**src/rtl/thermo_gen_pkg.sv**
```systemverilog
// Shared types and helpers for the thermometer regenerator: code widths,
// FSM state encoding and the binary-code to thermometer mapping.
package thermo_gen_pkg;

  localparam int CODE_W   = 3;
  localparam int THERMO_W = 8;

  typedef enum logic {IDLE, HOLD} state_e;

  // Code k lights bits [k:0]; inverse of a highest-set-bit priority encoder.
  function automatic logic [THERMO_W-1:0] code2thermo(input logic [CODE_W-1:0] code);
    logic [THERMO_W-1:0] t;
    for (int i = 0; i < THERMO_W; i++) t[i] = (CODE_W'(i) <= code);
    return t;
  endfunction

endpackage

```
**src/rtl/thermo_gen_code_fifo.sv**
```systemverilog
// Two-entry code FIFO feeding the thermometer FSM; registered head, no bypass.
module code_fifo
  import thermo_gen_pkg::*;
(
  input  logic              clk,
  input  logic              rst_n,
  input  logic              push,
  input  logic [CODE_W-1:0] wr_data,
  input  logic              pop,
  output logic [CODE_W-1:0] rd_data,
  output logic              empty,
  output logic              full
);

  logic [CODE_W-1:0] mem_q [2];
  logic [CODE_W-1:0] mem_d [2];
  logic              wr_ptr_q, wr_ptr_d;
  logic              rd_ptr_q, rd_ptr_d;
  logic [1:0]        cnt_q, cnt_d;
  logic              do_push, do_pop;

  assign empty   = (cnt_q == 2'd0);
  assign full    = (cnt_q == 2'd2);
  assign rd_data = mem_q[rd_ptr_q];
  assign do_push = push && !full;
  assign do_pop  = pop && !empty;

  always_comb begin
    mem_d    = mem_q;
    wr_ptr_d = wr_ptr_q;
    rd_ptr_d = rd_ptr_q;
    if (do_push) begin
      mem_d[wr_ptr_q] = wr_data;
      wr_ptr_d        = ~wr_ptr_q;
    end
    if (do_pop) rd_ptr_d = ~rd_ptr_q;
    cnt_d = cnt_q + {1'b0, do_push} - {1'b0, do_pop};
  end

  always_ff @(posedge clk or negedge rst_n) begin
    if (!rst_n) begin
      mem_q[0] <= '0;
      mem_q[1] <= '0;
      wr_ptr_q <= 1'b0;
      rd_ptr_q <= 1'b0;
      cnt_q    <= 2'd0;
    end else begin
      mem_q    <= mem_d;
      wr_ptr_q <= wr_ptr_d;
      rd_ptr_q <= rd_ptr_d;
      cnt_q    <= cnt_d;
    end
  end

endmodule

```
**src/rtl/thermo_gen.sv**
```systemverilog
// Regenerates a registered thermometer comparator vector from queued ADC codes,
// holding each for hold_cycles+1 cycles, with optional auto-ramp when starved.
module thermo_gen
  import thermo_gen_pkg::*;
#(
  parameter int HOLD_W = 8
) (
  input  logic                clk,
  input  logic                rst_n,
  input  logic                in_valid,
  output logic                in_ready,
  input  logic [CODE_W-1:0]   in_code,
  input  logic [HOLD_W-1:0]   hold_cycles,
  input  logic                ramp_en,
  output logic [THERMO_W-1:0] cmp_out,
  output logic                cmp_valid,
  output logic                busy
);

  state_e              state_q, state_d;
  logic [HOLD_W-1:0]   cnt_q, cnt_d;
  logic [CODE_W-1:0]   code_q, code_d;
  logic [THERMO_W-1:0] cmp_out_q, cmp_out_d;
  logic                cmp_valid_q, cmp_valid_d;

  logic                pop, load, fifo_empty, fifo_full;
  logic [CODE_W-1:0]   head, load_code;

  code_fifo u_fifo (
    .clk     (clk),
    .rst_n   (rst_n),
    .push    (in_valid && in_ready),
    .wr_data (in_code),
    .pop     (pop),
    .rd_data (head),
    .empty   (fifo_empty),
    .full    (fifo_full)
  );

  assign in_ready  = !fifo_full;
  assign busy      = (state_q == HOLD);
  assign cmp_out   = cmp_out_q;
  assign cmp_valid = cmp_valid_q;

  always_comb begin
    state_d     = state_q;
    cnt_d       = cnt_q;
    code_d      = code_q;
    cmp_out_d   = cmp_out_q;
    cmp_valid_d = cmp_valid_q;
    pop         = 1'b0;
    load        = 1'b0;
    load_code   = head;
    case (state_q)
      IDLE: if (!fifo_empty) begin
        pop  = 1'b1;
        load = 1'b1;
      end
      HOLD: begin
        if (cnt_q != '0) begin
          cnt_d = cnt_q - HOLD_W'(1);
        end else if (!fifo_empty) begin
          pop  = 1'b1;
          load = 1'b1;
        end else if (ramp_en) begin
          load      = 1'b1;
          load_code = code_q + CODE_W'(1);
        end else begin
          // cmp_out deliberately keeps its last value when going idle
          state_d     = IDLE;
          cmp_valid_d = 1'b0;
        end
      end
      default: state_d = IDLE;
    endcase
    if (load) begin
      state_d     = HOLD;
      code_d      = load_code;
      cmp_out_d   = code2thermo(load_code);
      cnt_d       = hold_cycles;
      cmp_valid_d = 1'b1;
    end
  end

  always_ff @(posedge clk or negedge rst_n) begin
    if (!rst_n) begin
      state_q     <= IDLE;
      cnt_q       <= '0;
      code_q      <= '0;
      cmp_out_q   <= '0;
      cmp_valid_q <= 1'b0;
    end else begin
      state_q     <= state_d;
      cnt_q       <= cnt_d;
      code_q      <= code_d;
      cmp_out_q   <= cmp_out_d;
      cmp_valid_q <= cmp_valid_d;
    end
  end

endmodule
```
**config.mk**
```make
export PLATFORM = sky130hd
export DESIGN_NAME = thermo_gen
export DESIGN_NICKNAME = d
export VERILOG_FILES = /design/src/rtl/thermo_gen_pkg.sv /design/src/rtl/thermo_gen_code_fifo.sv /design/src/rtl/thermo_gen.sv
export SDC_FILE = /design/constraint.sdc
export NUM_CORES = 1
export LEC_CHECK = 0
export ABC_AREA = 1
export CAP_MARGIN = 5
export CORE_MARGIN = 1.5
export CORE_UTILIZATION = 25
export CTS_CLUSTER_SIZE = 40
export DETAILED_ROUTE_END_ITERATION = 6
export GPL_ROUTABILITY_DRIVEN = 0
export GPL_TIMING_DRIVEN = 0
export RECOVER_POWER = 50
export SLEW_MARGIN = 10
export SYNTH_ARGS = -nofsm -noshare
export SYNTH_HDL_FRONTEND = slang
export SYNTH_SLANG_ARGS = --single-unit
export TNS_END_PERCENT = 100
```
**constraint.sdc**
```tcl
create_clock -name clk -period 2.2 [get_ports clk]
set_clock_uncertainty 0.1 [all_clocks]
set_input_delay 0.22 -clock clk [delete_from_list [all_inputs] [get_ports clk]]
set_output_delay 0.22 -clock clk [all_outputs]
set_load 0.02 [all_outputs]
```
== Word-level counts from Yosys, hierarchy flattened ==
Cells that the tools add are included.
Word-level totals
  register bits: 31
  word-level logic and storage cells: 74
  input port bits: 15
Operators by class
  magnitude comparators: 11
  add/subtract/negate cells: 4
  bitwise operators: 5
  reduce and logical (&&, ||, !) cells: 13
  equal/unequal tests: 3
  muxes and demuxes: 28
Operators by type and width (count)
  $mux 3: 8
  $mux 8: 3
  $mux 1: 13
  $le 3x3->1 const A: 4
  $reduce_bool 8->1: 1
  $sub 8x1->8 const B: 1
  $bwmux 6: 1
  $le 1x3->1 const A: 2
  $le 2x3->1 const A: 2
  $reduce_bool 2->1: 3
  $ge 2x2->1 const B: 2
  $logic_and 1x1->1: 4
  $not 1->2: 2
  $pmux 1 s2: 2
  $reduce_and 4->1: 1
  $add 3x1->3 const B: 1
  $demux 3 s1: 1
  $not 1->1: 3
  $add 2x1->2: 1
  $eq 2x2->1 const B: 1
  $logic_not 1->1: 2
  $logic_not 2->1: 1
  $lt 2x1->1 const B: 1
  $ne 2x1->1 const B: 1
  other kinds (3): 3

== Longest topological paths before layout ==
  depth in word-level cells: 9
  gate-level depth with buffers: 11
  depth with buffers taken out: 11

== Modules after synthesis ==
From an unflattened synthesis, not the netlist that was laid out.
Second synthesis, totals
  cell total of the unflattened synthesis: 231
  area total of the unflattened synthesis: 1795.5 um^2
By module, submodules not included
  thermo_gen: cells an instance 164, times used 1, area an instance 1280.0 um^2
  code_fifo: cells an instance 67, times used 1, area an instance 515.5 um^2

== Worst setup path after synthesis ==
Ideal clock, no wire load.
  kind: reg2reg
  start: register cnt_q[0]
  end: register u_fifo.cnt_q[1]
  path slack: 138 ps
  arrival: 1882 ps
  required time: 2021 ps
  cell stages (with the launch flop): 12
  clock period less this slack: 2062 ps
  setup time: 79 ps
  cell sequence: dfrtp_1 -> inv_1 -> ha_1 -> nand3_2 -> o21ai_2 -> nand2_1 -> inv_1 -> ha_1 -> inv_1 -> ha_1 -> xnor2_1 -> xor2_1
On the way
  word-level cells in the longest chain between the ends: 5
RTL lines
  start: declaration: RTL line thermo_gen.sv:21  | logic [HOLD_W-1:0] cnt_q, cnt_d;
  start signal: assignment: RTL line thermo_gen.sv:94  | cnt_q <= cnt_d;
  $reduce_bool 8->1: RTL line thermo_gen.sv:60  | if (cnt_q != '0) begin
  $mux 1: RTL line thermo_gen.sv:60
  $pmux 1 s2: RTL line thermo_gen.sv:54  | case (state_q)
  $logic_and 1x1->1: RTL line thermo_gen_code_fifo.sv:26  | assign do_pop = pop && !empty;
  net u_fifo.do_pop: RTL line thermo_gen_code_fifo.sv:20  | logic do_push, do_pop;
  $sub 2x1->2: RTL line thermo_gen_code_fifo.sv:37  | cnt_d = cnt_q + {1'b0, do_push} - {1'b0, do_pop};
  net u_fifo.cnt_d[1]: RTL line thermo_gen_code_fifo.sv:19  | logic [1:0] cnt_q, cnt_d;
  end signal: assignment: RTL line thermo_gen_code_fifo.sv:51  | cnt_q <= cnt_d;
  end: declaration: RTL line thermo_gen_code_fifo.sv:19
The timed path passes the listed nets, and every way through them passes these cells.
A chain may end at the register's enable or synchronous reset.

== Worst setup path in the final report ==
Same ends and word-level chain as after synthesis.

==> flow_results.org <==
** Floorplan
- 26 I/O pins were placed.
- Die extent in x :: 84 microns
- The region available for standard cell placement spans approximately 6300 sq um.
- Row count :: 29
- For this configuration, the core starts out at a cell density of 0.258.
- From bottom edge to top edge, the die measures around 84 microns.
- Total Die Area :: 7060 sq um

** Timing
- Finish-stage setup viols :: 0
- Final worst path period share :: 0.914
- Number of slew-limit violations in the final report :: 0
- In this run the tightest slew margin relative to its limit is 0.474.
- For the final routed database, the setup TNS stands at 0 ns.
- RSZ-0062 raised after global routing :: no
- Derived from the worst setup path, the maximum achievable clock frequency is between 0.4 and 0.5 GHz.
- For the pin with the worst max-slew slack, the measured transition is 0.789 ns.
- The total count of hold-check failures in the final report was 0.
- The routed design could run at a clock period as short as 2.01 ns.

** Routing
- The detail route stage leaves a number of antenna-violating nets equal to 0.
- Total iterations of the first detailed-routing run :: 4
- Number of remaining DRC errors :: 0
- The detailed router finished its first iteration with 76 violations.
- Routed vias :: 1327
- After detailed routing, the average wire length per cell comes to 10.9 microns.
- Wirelength, routed :: 3.39 mm
- Vias per cell :: 4.25

** Worst setup path
- On the critical path, the stage with the largest delay is an instance of sky130_fd_sc_hd__dfrtp_1.
- Type of the setup path with the least slack :: register to register
- Traced cell by cell, the critical path runs through inv_2, ha_4, nand3_4, o21ai_4, nand2_1, inv_1, ha_1, inv_1, ha_1, xnor2_1, xor2_1.
- The worst setup path is launched from a register.
- Along the worst path, the maximum fanout reaches 5.
- STA puts the critical path data arrival time at roughly 2.1 ns.
- Required time of the worst setup path :: 2.31 ns
- The worst setup path is captured at a register.
- In this design, the stage delay of the slowest critical-path cell is 0.38 ns.

** Global route
- Largest net degree at the start of global routing :: 32
- Total overflow reported by the global router :: 0
- Initial antenna violation count :: 0
- The number of global-route vias before repair is roughly 1300.
- Wire length of the first global-routing pass :: 5.81 mm
- Across every metal layer, demand over resource in global routing totals 0.103.

** Placed design
- Detailed placement finished with a half-perimeter wire length of 2.39 mm.
- Placed Instances :: 299
- Number of input and output port buffers inserted :: 25
- After detailed placement, the total cell area comes to 1980 sq um.

** Yosys
- Sequential area share after synthesis :: 0.473
- Synth Net Count :: 216
- Unique masters post-synth :: 26
- Avg Cell Area, Syn :: 8.33 sq um
- For this run, the number of Yosys warnings is 0.
- Synthesis inferred 31 register bits.
- Summing every instance area after synthesis gives 1640 sq um.
- The cell count after synthesis came out at 197.

** Power and ir drop
- Portion of total power attributed to the clock network :: 0.210
- The internal portion of the total power is 1.46 mW.
- Of the total power, the share spent switching nets is 0.385.
- For this design the static power due to leakage is 1.03 nW.
- Power spread over the standard cell area amounts to roughly 1100 nW/um^2.
- Relative contribution of combinational cells to total power :: 0.411
- Of the total power, registers draw 0.379.
- Power dissipated by switching net loads :: 0.911 mW
- Worst VDD drop :: 0.381 mV

** Clock tree
- TritonCTS built the clock tree.
- Skew-Pair Late Insertion Delay :: 0.29 ns
- Level count of the clock H-tree :: 2
- After clock tree synthesis, the clock-pin slew on the worst setup and hold paths is roughly 0.070 ns.
- The clock drives 31 sinks.
- Clock tree synthesis inserted a total of 5 buffers.
- No sink is reached through more buffers than the 2 on the longest clock path.
- The root buffer cell chosen for the clock tree is sky130_fd_sc_hd__clkbuf_8.

** Layout
- Of the cells placed in the final design, the portion with a size suffix greater than 1 is 0.149.
- The number of antenna diodes in the final layout is 0.
- Most common library cell in the layout ignoring fill and taps :: sky130_fd_sc_hd__nand2_1
- The layout has 650 filler cells.
- In the layout the commonest cells are 62 x sky130_fd_sc_hd__nand2_1, 31 x sky130_fd_sc_hd__dfrtp_1, 24 x sky130_fd_sc_hd__clkdlybuf4s50_1.
- Compared with the post-synthesis result, the final layout area differs by 31.0%.
- Net total in the final layout :: around 250
- Non-filler cells, final :: 312
- Summing all non-filler instances in the final layout gives an area of 2150 sq um.

** Job
- Max-capacitance violation count :: 0

** Status
- The flow ran to the end, and the final reports show no timing, DRC or antenna violations.

** Hold path
- The path class of the tightest hold or removal check is register to register.
kinds of logic after synthesis:
family                   synth area share
AO/OA/AOI/OAI                      0.0770
XOR/XNOR                           0.0427
adder cells (fa/ha/maj)            0.0305
buffers and inverters              0.0709
flip-flops                          0.473
multiplexers                       0.0122
AND/OR/NAND/NOR                     0.294
synthesized netlist by cell type:
cell | number | area [sq um]
sky130_fd_sc_hd__mux2i_1 | 2 | 20.0
sky130_fd_sc_hd__xnor2_1 | 2 | 17.5
sky130_fd_sc_hd__nand3b_1 | 1 | 7.51
sky130_fd_sc_hd__a21oi_1 | 1 | 5.00
sky130_fd_sc_hd__nor2_1 | 15 | 56.3
sky130_fd_sc_hd__buf_6 | 2 | 22.5
sky130_fd_sc_hd__o21ai_0 | 9 | 45.0
sky130_fd_sc_hd__nand3_1 | 9 | 45.0
sky130_fd_sc_hd__nand2_4 | 1 | 11.3
sky130_fd_sc_hd__or2_1 | 1 | 6.26
sky130_fd_sc_hd__ha_1 | 4 | 50.1
sky130_fd_sc_hd__o211ai_1 | 5 | 37.5
sky130_fd_sc_hd__o21ai_1 | 3 | 15.0
sky130_fd_sc_hd__o21ai_2 | 2 | 17.5
sky130_fd_sc_hd__dfrtp_1 | 31 | 776
sky130_fd_sc_hd__xor2_1 | 6 | 52.6
sky130_fd_sc_hd__nor2_4 | 5 | 56.3
sky130_fd_sc_hd__or2_2 | 2 | 12.5
sky130_fd_sc_hd__nand2_2 | 4 | 25.0
sky130_fd_sc_hd__nor2_2 | 3 | 18.8
sky130_fd_sc_hd__o22ai_1 | 1 | 6.26
sky130_fd_sc_hd__nand3_2 | 1 | 10.0
sky130_fd_sc_hd__inv_2 | 1 | 3.75
sky130_fd_sc_hd__nand2_1 | 62 | 233
sky130_fd_sc_hd__inv_1 | 23 | 86.3
sky130_fd_sc_hd__clkbuf_1 | 1 | 3.75
power by group through the flow:
stage / Clock [mW] / Sequential [mW] / Combinational [mW]
after global routing: 0.529 / 0.927 / 1.10
after global placement: 0 / 0.907 / 0.895
after detailed placement: 0 / 0.910 / 0.915
after CTS: 0.508 / 0.900 / 0.929
final: 0.497 / 0.898 / 0.973
after floorplan: 0 / 0.902 / 0.684
state kept, by name (all words and copies together), names as in the netlist:
name	cells
cnt_q	8
cmp_valid	1
u_fifo.wr_ptr_q	1
u_fifo.mem_q	6
u_fifo.cnt_q	2
cmp_out	8
u_fifo.rd_ptr_q	1
busy	1
code_q	3
worst paths after layout:
check / from / to / slack (ns) / cells past startpoint
setup / recovery: cnt_q[0]$_DFFE_PN0P_ / u_fifo.cnt_q[1]$_DFF_PN0_ / 0.19 / 11
hold / removal: cmp_out[0]$_DFFE_PN0P_ / cmp_out[0]$_DFFE_PN0P_ / 0.37 / 1
setup reg to reg: cnt_q[0]$_DFFE_PN0P_ / u_fifo.cnt_q[1]$_DFF_PN0_ / 0.19 / 11
hold reg to reg: cmp_out[0]$_DFFE_PN0P_ / cmp_out[0]$_DFFE_PN0P_ / 0.37 / 1
max in group asynchronous: rst_n / u_fifo.mem_q[3]$_DFFE_PN0P_ / 1.04 / 2
min in group asynchronous: rst_n / cnt_q[0]$_DFFE_PN0P_ / 0.45 / 2
worst max-delay path, delay by kind of cell (launching register included):
family,cells,cell delay (ns)
adders and majority gates,3,0.54
AOI/OAI and AO/OA,1,0.18
and+or+nand+nor,2,0.19
buffers and inverters,3,0.23
DFF,1,0.38
xor gates and xnor gates,2,0.29
final cells by class:
cell class              count  area [sq um]  area share
clock buffers               8           100      0.0466
inverters                  24          90.1      0.0419
repair buffers             30           285       0.133
multi-input cells         139           776       0.361
plain buffers               3          26.3      0.0122
flip-flops and latches     31           776       0.361
well taps                  77          96.3      0.0448
what timing repair did:
action	in CTS	in global routing
resized for setup	2	3
hold buffers	1	0
endpoints found under the hold margin	31	0
pin swaps	1	2
endpoints found under the setup margin	1	1
buffers inserted	0	4
routing by layer:
layer  vias up  track usage  part of all wire
li1        688            -                 -
met1       602        0.135              0.48
met2        32        0.157              0.45
met3         5       0.0356             0.055
met4         0       0.0402             0.011
met5         -            0                 0
through the flow:
stage | power (mW) | hold slack (ns) | utilization | setup slack [ns]
2_1_floorplan | 1.59 | -0.176 | - | 0.138
3_3_place_gp | 1.80 | 0.346 | 0.313 | -0.0119
3_5_place_dp | 1.82 | 0.219 | 0.312 | -0.0685
4_1_cts | 2.34 | 0.385 | 0.331 | 0.0200
5_1_grt | 2.56 | 0.398 | 0.339 | 0.0167
6_report | 2.37 | 0.375 | 0.339 | 0.190
No activity file was read; power rests on OpenSTA's default activity.
